==> config.mk <==
export PLATFORM = sky130hd
export DESIGN_NAME = fb_block_renderer
export DESIGN_NICKNAME = d
export VERILOG_FILES = /design/src/rtl/fb_block_renderer.sv
export SDC_FILE = /design/constraint.sdc
export NUM_CORES = 1
export LEC_CHECK = 0
export CORE_MARGIN = 2
export CORE_UTILIZATION = 55
export CTS_CLUSTER_DIAMETER = 40
export DETAILED_ROUTE_END_ITERATION = 8
export PLACE_DENSITY = 0.83
export SLEW_MARGIN = 25
export SYNTH_ARGS = -nofsm -noshare
export SYNTH_HDL_FRONTEND = slang
export SYNTH_SLANG_ARGS = --single-unit
==> constraint.sdc <==
create_clock -name clk -period 3.4 [get_ports clk]
set_input_delay 0.51 -clock clk [delete_from_list [all_inputs] [get_ports clk]]
set_output_delay 0.51 -clock clk [all_outputs]
set_load 0.1 [all_outputs]
==> src/rtl/fb_block_renderer.sv <==
// rtl/fb_block_renderer.sv - paced full-frame raster writer: moving cell block over a colour-cycling background
// Optional build macro FB_RENDER_CHECKER_EN selects a checkerboard background.
module fb_block_renderer #(
    parameter int                    WIDTH        = 640,
    parameter int                    HEIGHT       = 480,
    parameter int                    COLOR_BITS   = 18,
    parameter int                    PIXEL_PERIOD = 4,
    parameter int                    BLOCK_CELLS  = 4,
    parameter logic [COLOR_BITS-1:0] FG_COLOR     = 'h00FC0
) (
    input  logic                  clk,
    input  logic                  rst_n,
    input  logic                  enable,
    output logic                  fb_vsync,
    output logic                  fb_we,
    output logic [COLOR_BITS-1:0] fb_data,
    output logic [15:0]           frame_cnt,
    output logic                  busy
);

    localparam int              PW           = (PIXEL_PERIOD > 2) ? $clog2(PIXEL_PERIOD) : 1;
    localparam logic [PW-1:0]   PACE_LOAD    = PW'(PIXEL_PERIOD - 1);
    localparam logic [13:0]     X_LAST       = 14'(WIDTH - 1);
    localparam logic [13:0]     Y_LAST       = 14'(HEIGHT - 1);
    localparam logic [11:0]     CELLS_X_LAST = 12'(WIDTH / 8 - 1);
    localparam logic [11:0]     CELLS_Y      = 12'(HEIGHT / 8);
    localparam logic [11:0]     BLK          = 12'(BLOCK_CELLS);

    typedef enum logic [1:0] {
        S_IDLE  = 2'd0,
        S_VSYNC = 2'd1,
        S_PIXEL = 2'd2
    } state_t;

    state_t        state;
    logic [PW-1:0] pace;
    logic [13:0]   x;
    logic [13:0]   y;
    logic [10:0]   cur_x;
    logic [10:0]   cur_y;
    logic [5:0]    bg_r;
    logic [5:0]    bg_g;
    logic [5:0]    bg_b;
    // Snapshot taken at each vsync: the frame being drawn uses these, updates show next frame.
    logic [10:0]   frm_x;
    logic [10:0]   frm_y;
    logic [17:0]   frm_bg;

    logic                  tick;
    logic [10:0]           cell_x;
    logic [10:0]           cell_y;
    logic                  in_blk;
    logic [17:0]           bg_pix;
    logic [COLOR_BITS-1:0] pix;
    logic [11:0]           cy_adv;
    logic [10:0]           next_cx;
    logic [10:0]           next_cy;

    assign tick   = (pace == '0);
    assign cell_x = x[13:3];
    assign cell_y = y[13:3];

    // 12-bit upper bounds so cursor+BLOCK_CELLS never wraps before the compare.
    assign in_blk = ({1'b0, cell_x} >= {1'b0, frm_x}) && ({1'b0, cell_x} < ({1'b0, frm_x} + BLK)) &&
                    ({1'b0, cell_y} >= {1'b0, frm_y}) && ({1'b0, cell_y} < ({1'b0, frm_y} + BLK));

`ifdef FB_RENDER_CHECKER_EN
    assign bg_pix = (cell_x[0] ^ cell_y[0]) ? ~frm_bg : frm_bg;
`else
    assign bg_pix = frm_bg;
`endif

    assign pix = in_blk ? FG_COLOR : COLOR_BITS'(bg_pix);

    always_comb begin
        cy_adv  = {1'b0, cur_y} + BLK;
        next_cx = cur_x + 11'd1;
        next_cy = cur_y;
        if ({1'b0, cur_x} == CELLS_X_LAST) begin
            next_cx = '0;
            next_cy = ((cy_adv + BLK) > CELLS_Y) ? 11'd0 : cy_adv[10:0];
        end
    end

    always_ff @(posedge clk or negedge rst_n) begin
        if (!rst_n) begin
            state     <= S_IDLE;
            pace      <= '0;
            x         <= '0;
            y         <= '0;
            cur_x     <= '0;
            cur_y     <= '0;
            bg_r      <= 6'd0;
            bg_g      <= 6'd63;
            bg_b      <= 6'd32;
            frm_x     <= '0;
            frm_y     <= '0;
            frm_bg    <= {6'd0, 6'd63, 6'd32};
            fb_vsync  <= 1'b0;
            fb_we     <= 1'b0;
            fb_data   <= '0;
            frame_cnt <= '0;
            busy      <= 1'b0;
        end else begin
            fb_vsync <= 1'b0;
            fb_we    <= 1'b0;
            case (state)
                S_IDLE: begin
                    if (enable) begin
                        state <= S_VSYNC;
                        busy  <= 1'b1;
                        pace  <= PACE_LOAD;
                    end
                end
                S_VSYNC: begin
                    if (tick) begin
                        fb_vsync  <= 1'b1;
                        frame_cnt <= frame_cnt + 16'd1;
                        frm_x     <= cur_x;
                        frm_y     <= cur_y;
                        frm_bg    <= {bg_r, bg_g, bg_b};
                        cur_x     <= next_cx;
                        cur_y     <= next_cy;
                        if (frame_cnt[3:0] == 4'd0) begin
                            bg_r <= bg_r + 6'd1;
                            bg_g <= bg_g + 6'd2;
                            bg_b <= bg_b + 6'd3;
                        end
                        x     <= '0;
                        y     <= '0;
                        pace  <= PACE_LOAD;
                        state <= S_PIXEL;
                    end else begin
                        pace <= pace - 1'b1;
                    end
                end
                S_PIXEL: begin
                    if (tick) begin
                        fb_we   <= 1'b1;
                        fb_data <= pix;
                        pace    <= PACE_LOAD;
                        if (x == X_LAST) begin
                            x <= '0;
                            if (y == Y_LAST) begin
                                y <= '0;
                                if (enable) begin
                                    state <= S_VSYNC;
                                end else begin
                                    state <= S_IDLE;
                                    busy  <= 1'b0;
                                end
                            end else begin
                                y <= y + 14'd1;
                            end
                        end else begin
                            x <= x + 14'd1;
                        end
                    end else begin
                        pace <= pace - 1'b1;
                    end
                end
                default: begin
                    state <= S_IDLE;
                    busy  <= 1'b0;
                end
            endcase
        end
    end

endmodule

# Word level (Yosys, flattened, before mapping)
# Cells that the tools add are included.
# word_totals
output_inout_bits,37
in_bits,3
word_cells,94
reg_bits,149
# classes
n_reduce_logical,18
n_eq_ne,11
addsub,12
mux,30
bitwise_logic,1
magnitude_cmp,5
# ops
operator,count
14-bit two-way mux,6
14-bit case mux with 2 select lines,2
11-bit by 3-bit adder with 12-bit output (second input constant),3
14-bit by 1-bit adder with 14-bit output (second input constant),2
11-bit by 12-bit less-than comparator with 1-bit output,2
11-bit >= comparator,2
11-bit two-way mux,2
18-bit two-way mux,1
16-bit by 1-bit adder with 16-bit output (second input constant),1
14-bit by 10-bit equality test with 1-bit output (second input constant),1
14-bit by 9-bit equality test with 1-bit output (second input constant),1
2-bit two-way mux,7
12-bit by 3-bit adder with 12-bit output (second input constant),1
6-bit by 2-bit adder with 6-bit output (second input constant),2
12-bit by 6-bit > comparator with 1-bit output (second input constant),1
2-bit inequality test (second input constant),6
11-bit by 1-bit adder with 11-bit output (second input constant),1
11-bit by 7-bit equality test with 1-bit output (second input constant),1
1-bit two-way mux,9
3-bit AND reduction,3
6-bit by 1-bit adder with 6-bit output (second input constant),1
2-bit case mux with 3 select lines,1
2-bit AND reduction,3
6-bit AND reduction,1
13 further kinds,17

# Depth between registers and ports, before layout
# Gate-level depths: netlist (run 1).
# logic_depth
ltp_word,6
ltp_mapped,13
ltp_nobuf,11

# Worst setup path after synthesis (run 1)
# No wires, ideal clock.
# synth_path
path_type,reg2reg
startpoint,reg frm_x[2]
endpoint,reg fb_data[0]
setup_ns,0.136
required_time_ns,3.264
path_slack_ns,0.517
path_buffers,2
path_stages_with_launch,14
arrival_ns,2.747
cell_sequence,dfrtp_1 ha_1 nand3_1 nor3_1 nand3_1 xnor2_1 ha_1 nor2b_1 a2111o_1 o221ai_1 and4_1 clkbuf_1 clkbuf_1 a21oi_1
# synth_via
elab_chain_len,6
elab_cells_between_ends,7
classes_between,add/sub: 1; order compare: 2; mux: 1; reduce/logical: 3
# synth_lines
element,line_no,rtl
start: declaration,45,logic [10:0] frm_x;
start signal: assignment,119,frm_x <= cur_x;
11-bit by 3-bit adder with 12-bit output,64,"assign in_blk = ({1'b0, cell_x} >= {1'b0, frm_x}) && ({1'b0, cell_x} < ({1'b0, frm_x} + BLK)) &&"
11-bit by 12-bit less-than comparator with 1-bit output,64,
1-bit logical AND (*) (2 in a row),64,
1-bit logical AND (*),65,"({1'b0, cell_y} >= {1'b0, frm_y}) && ({1'b0, cell_y} < ({1'b0, frm_y} + BLK));"
18-bit two-way mux (*),73,assign pix = in_blk ? FG_COLOR : COLOR_BITS'(bg_pix);
end signal: assignment,140,fb_data <= pix;
end: declaration,16,"output logic [COLOR_BITS-1:0] fb_data,"
# Mark *: on every way between the ends. The rest lies on a longest branch, timed or not.
# A chain may end at the register's enable or synchronous reset.

# Worst setup path in the final report (run 1)
# layout_path
startpoint,reg frm_x[2]
endpoint,reg fb_data[8]
# The elaborated chain is that of the path after synthesis.

==> impl_metrics.ini, run 1 <==
[power_and_ir_drop]
irDropWorstVdd_v = 0.0003395
clkPwrFrac_pct = 35.5
p_int_mw = 3.327
p_leak_nw = 3.887
pwr-share-seq_pct = 39.7
p_sw_mw = 1.772
comb_power_share_pct = 24.8
swShare_pct = 34.75
p_per_area_nw_per_um2 = 585.4

[floorplanning]
io-pin-count = 40
rows = 42
die_w_um = 121.1
floorplan.die_area_um2 = 14650
fp.coreArea_um2 = 13300
initial_core_util_pct = 56.68
fp.dieH_um = 121.1

[synth]
synth_top_area_cell = dfrtp_1
synth_cell_types = 62
synth_area_leaders = dfrtp_1 (43%), ha_1 (9.1%), nand2_1 (8.2%)
synth_edf_count = 0
synth_compound_area_share_pct = 13.80
ys_seq_area_share_pct = 47.68
synth-xor-area-share_pct = 6.160
async_flop_share_pct = 100.0
synthAdderAreaFrac_pct = 9.132
synth_nets = 858
syn_area_um2 = 7536
yosys.area.top_type_share_pct = 43.50
synth_most_common_cell = nand2_1
synth_area_per_cell_um2 = 9.420
netlist_instances = 800
synth_ff_type = dfrtp_1
synthSimpleGateAreaFrac_pct = 19.74
yosysWarnings = 0
synth.area.mux_share_pct = 0.1992
synth_top_family_by_area = simple AND/OR/NAND/NOR gates
synth_common_cells = nand2_1 (165), dfrtp_1 (131), o21ai_0 (66), ha_1 (55), xnor2_1 (41)
ys_ff_latch = 143

[worst_setup_path]
cp.required_ns = 3.76
crit_arrival_ns = 3.32
crit_path_end_kind = flop
slowest_stage = dfrtp_1
path_max_fanout = 17
worstPathCellList = ha_1, nand3_1, nor3_1, nand3_1, xnor2_1, ha_1, nor2b_1, a2111o_1, o221ai_1, and4_1, buf_4, nand3b_1
cp-start-kind = flop
crit_type = reg -> reg
worstPathBufferInverterCount = 1
cp_top_family = simple AND/OR/NAND/NOR gates
slowest_delay_ns = 0.41

[global_route]
antenna_found_initial = 0
grt_pass1_wl_um = 26100
grt_start_max_net_pins = 76
grtUsageTotal_pct = 22.18
grt_overflow = 0
grt_pass1_vias = 5538

[outcome]
status = completed

[clock_tree]
clockRootBuffer = clkbuf_16
cts_made_buffers = 17
tritoncts = built
htreeDepth = 4
postCtsSetupBuffers = 0
clock-sinks = 143
clock_latency_ns = 0.43
max-clock-path-buffers = 2
cts_hold_buf = 0
cts_resized = 0
clk_pin_slew_ns = 0.06

[hold_path]
holdCritPathClass = in -> async

[layout]
final_util_pct = 65.51
instances_no_fill = 1031
fill_cells = 1005
area_growth_pct = 15.57
n_antenna_cell = 0
drive_gt1_share_pct = 7.602
nNetsFinal = 900

[placement]
port_buffers = 39
dp.cells = 999
dp.final_hpwl_um = 10340
finalWeightedCongestion = 0.8576

[routing]
drt_first_pass_iters = 5
wl_per_cell_um = 14.80
dr.first_iter.drc_count = 356
drcViolationCount = 0
totalWireLength_um = 15260
wl_met2_um = 7667
vias = 5889
final_antenna_net_count = 0
routed.top_layer = met4
vias_per_cell = 5.712
wl_met3_um = 500
wl_met1_um = 6831

[sta]
finalHoldViolations = 0
rsz0062_at_grt = no
report.final.slew_viol_count = 0
finalSetupViolCount = 0
fmax_ghz = 0.3371
worst_pin_slew_ns = 1.001
tns_ns = 0
clock_skew_ns = 0.007902
post-route-period-util_pct = 87.24
max_slew_margin_pct = 33.09
period_needed_ns = 2.966

[run]
max_cap_viol_count = 0
==> power by group through the flow <==
| stage | logic (mW) | registers, mW | clock network [mW] |
|---|---|---|---|
| floorplan | 0.574 | 2.40 | 0 |
| global placement | 1.24 | 2.04 | 0 |
| detailed placement | 1.27 | 2.05 | 0 |
| CTS | 1.27 | 2.02 | 1.84 |
| global route | 1.40 | 2.05 | 1.91 |
| finish | 1.26 | 2.03 | 1.81 |
==> metrics by stage <==
step                      area, µm²  setup WS, ns  hold slack (ns)  power (mW)
after global routing           8710        0.1038           0.1588       5.361
final                          8710        0.4338          0.08104       5.099
after floorplan                7536        0.5166           0.2144       2.975
after global placement         8135        0.6135           0.4457       3.289
after detailed placement       8135        0.5064           0.4507       3.321
after CTS                      8710        0.4510           0.1265       5.135
==> cells by family (layout without fill, tap and decap cells) <==
logic type,Yosys count,after routing
and+or+nand+nor,319,319
xor gates and xnor gates,53,53
adders and majority gates,55,55
DFF,143,143
muxes,1,1
AOI/OAI and AO/OA,165,165
buffers and inverters,64,119
==> placed cells by master, fill, tap and decap left out, types with 3 or more instances in the layout <==
master           Yosys  routed
nand2_1            165     165
dfrtp_1            131     131
o21ai_0             66      66
ha_1                55      55
xnor2_1             41      41
clkdlybuf4s50_1      0      37
nand3_1             35      35
inv_1               35      34
a21oi_1             33      33
nor2_1              32      32
nand4_1             20      20
clkbuf_16            0      17
nor3_1              13      13
o31ai_1             13      13
xor2_1              12      12
dfstp_2             12      12
buf_4                1      12
nand2b_1             9       9
a31oi_1              9       9
and2_1               8       8
nor2b_1              7       7
and3_1               7       7
o21a_1               6       6
nand3b_1             6       6
a21o_1               5       5
o41ai_1              5       5
a22o_1               4       4
inv_6                0       4
o221ai_1             3       3
or3_1                3       3
clkinv_2             0       3
clkbuf_8             0       3
==> final timing paths <==
kind	endpoint	depth (start not counted)	from	slack, ns
min in group clk	bg_pix[5]	2	bg_pix[5]	0.46
worst min register to register	bg_pix[5]	2	bg_pix[5]	0.46
worst min-delay path	y[1]	1	rst_n	0.08
worst max register to register	fb_data[8]	12	frm_x[2]	0.43
worst max-delay path	fb_data[8]	12	frm_x[2]	0.43
max in group asynchronous	bg_pix[11]	2	rst_n	2.41
==> area by class of cell <==
type / instances / area (µm²) / area share, %
clock inverters: 11 / 103.9 / 1.192
well taps: 176 / 220.2 / 2.528
clock buffers: 21 / 470.5 / 5.402
multi-input cells: 593 / 3695 / 42.42
inverters: 36 / 135.1 / 1.552
flip-flops and latches: 143 / 3593 / 41.26
repair buffers: 51 / 491.7 / 5.646
==> registers in the layout, indices dropped and copies added, names as in the netlist, 2 cells and up <==
register   flops
frm_y          9
bg_b           6
bg_g           5
cur_x         11
cur_y          9
frame_cnt     16
x             14
bg_pix        17
pace           2
fb_data       18
frm_x         11
bg_r           6
y             14
state          2
==> layer usage <==
| layer | up-vias | GRT usage [%] |
|---|---|---|
| met5 | - | 0 |
| met4 | 0 | 8.648 |
| met2 | 102 | 36.17 |
| met1 | 2884 | 29.27 |
| met3 | 23 | 4.323 |
| li1 | 2880 | - |
Power figures use the tool's default switching activity.
==> run 2, diff against run 1 <==
SLEW_MARGIN = 5   (was 25)
==> results of run 2 <==
The final DEF is identical to that of run 1; final timing and power are the same.
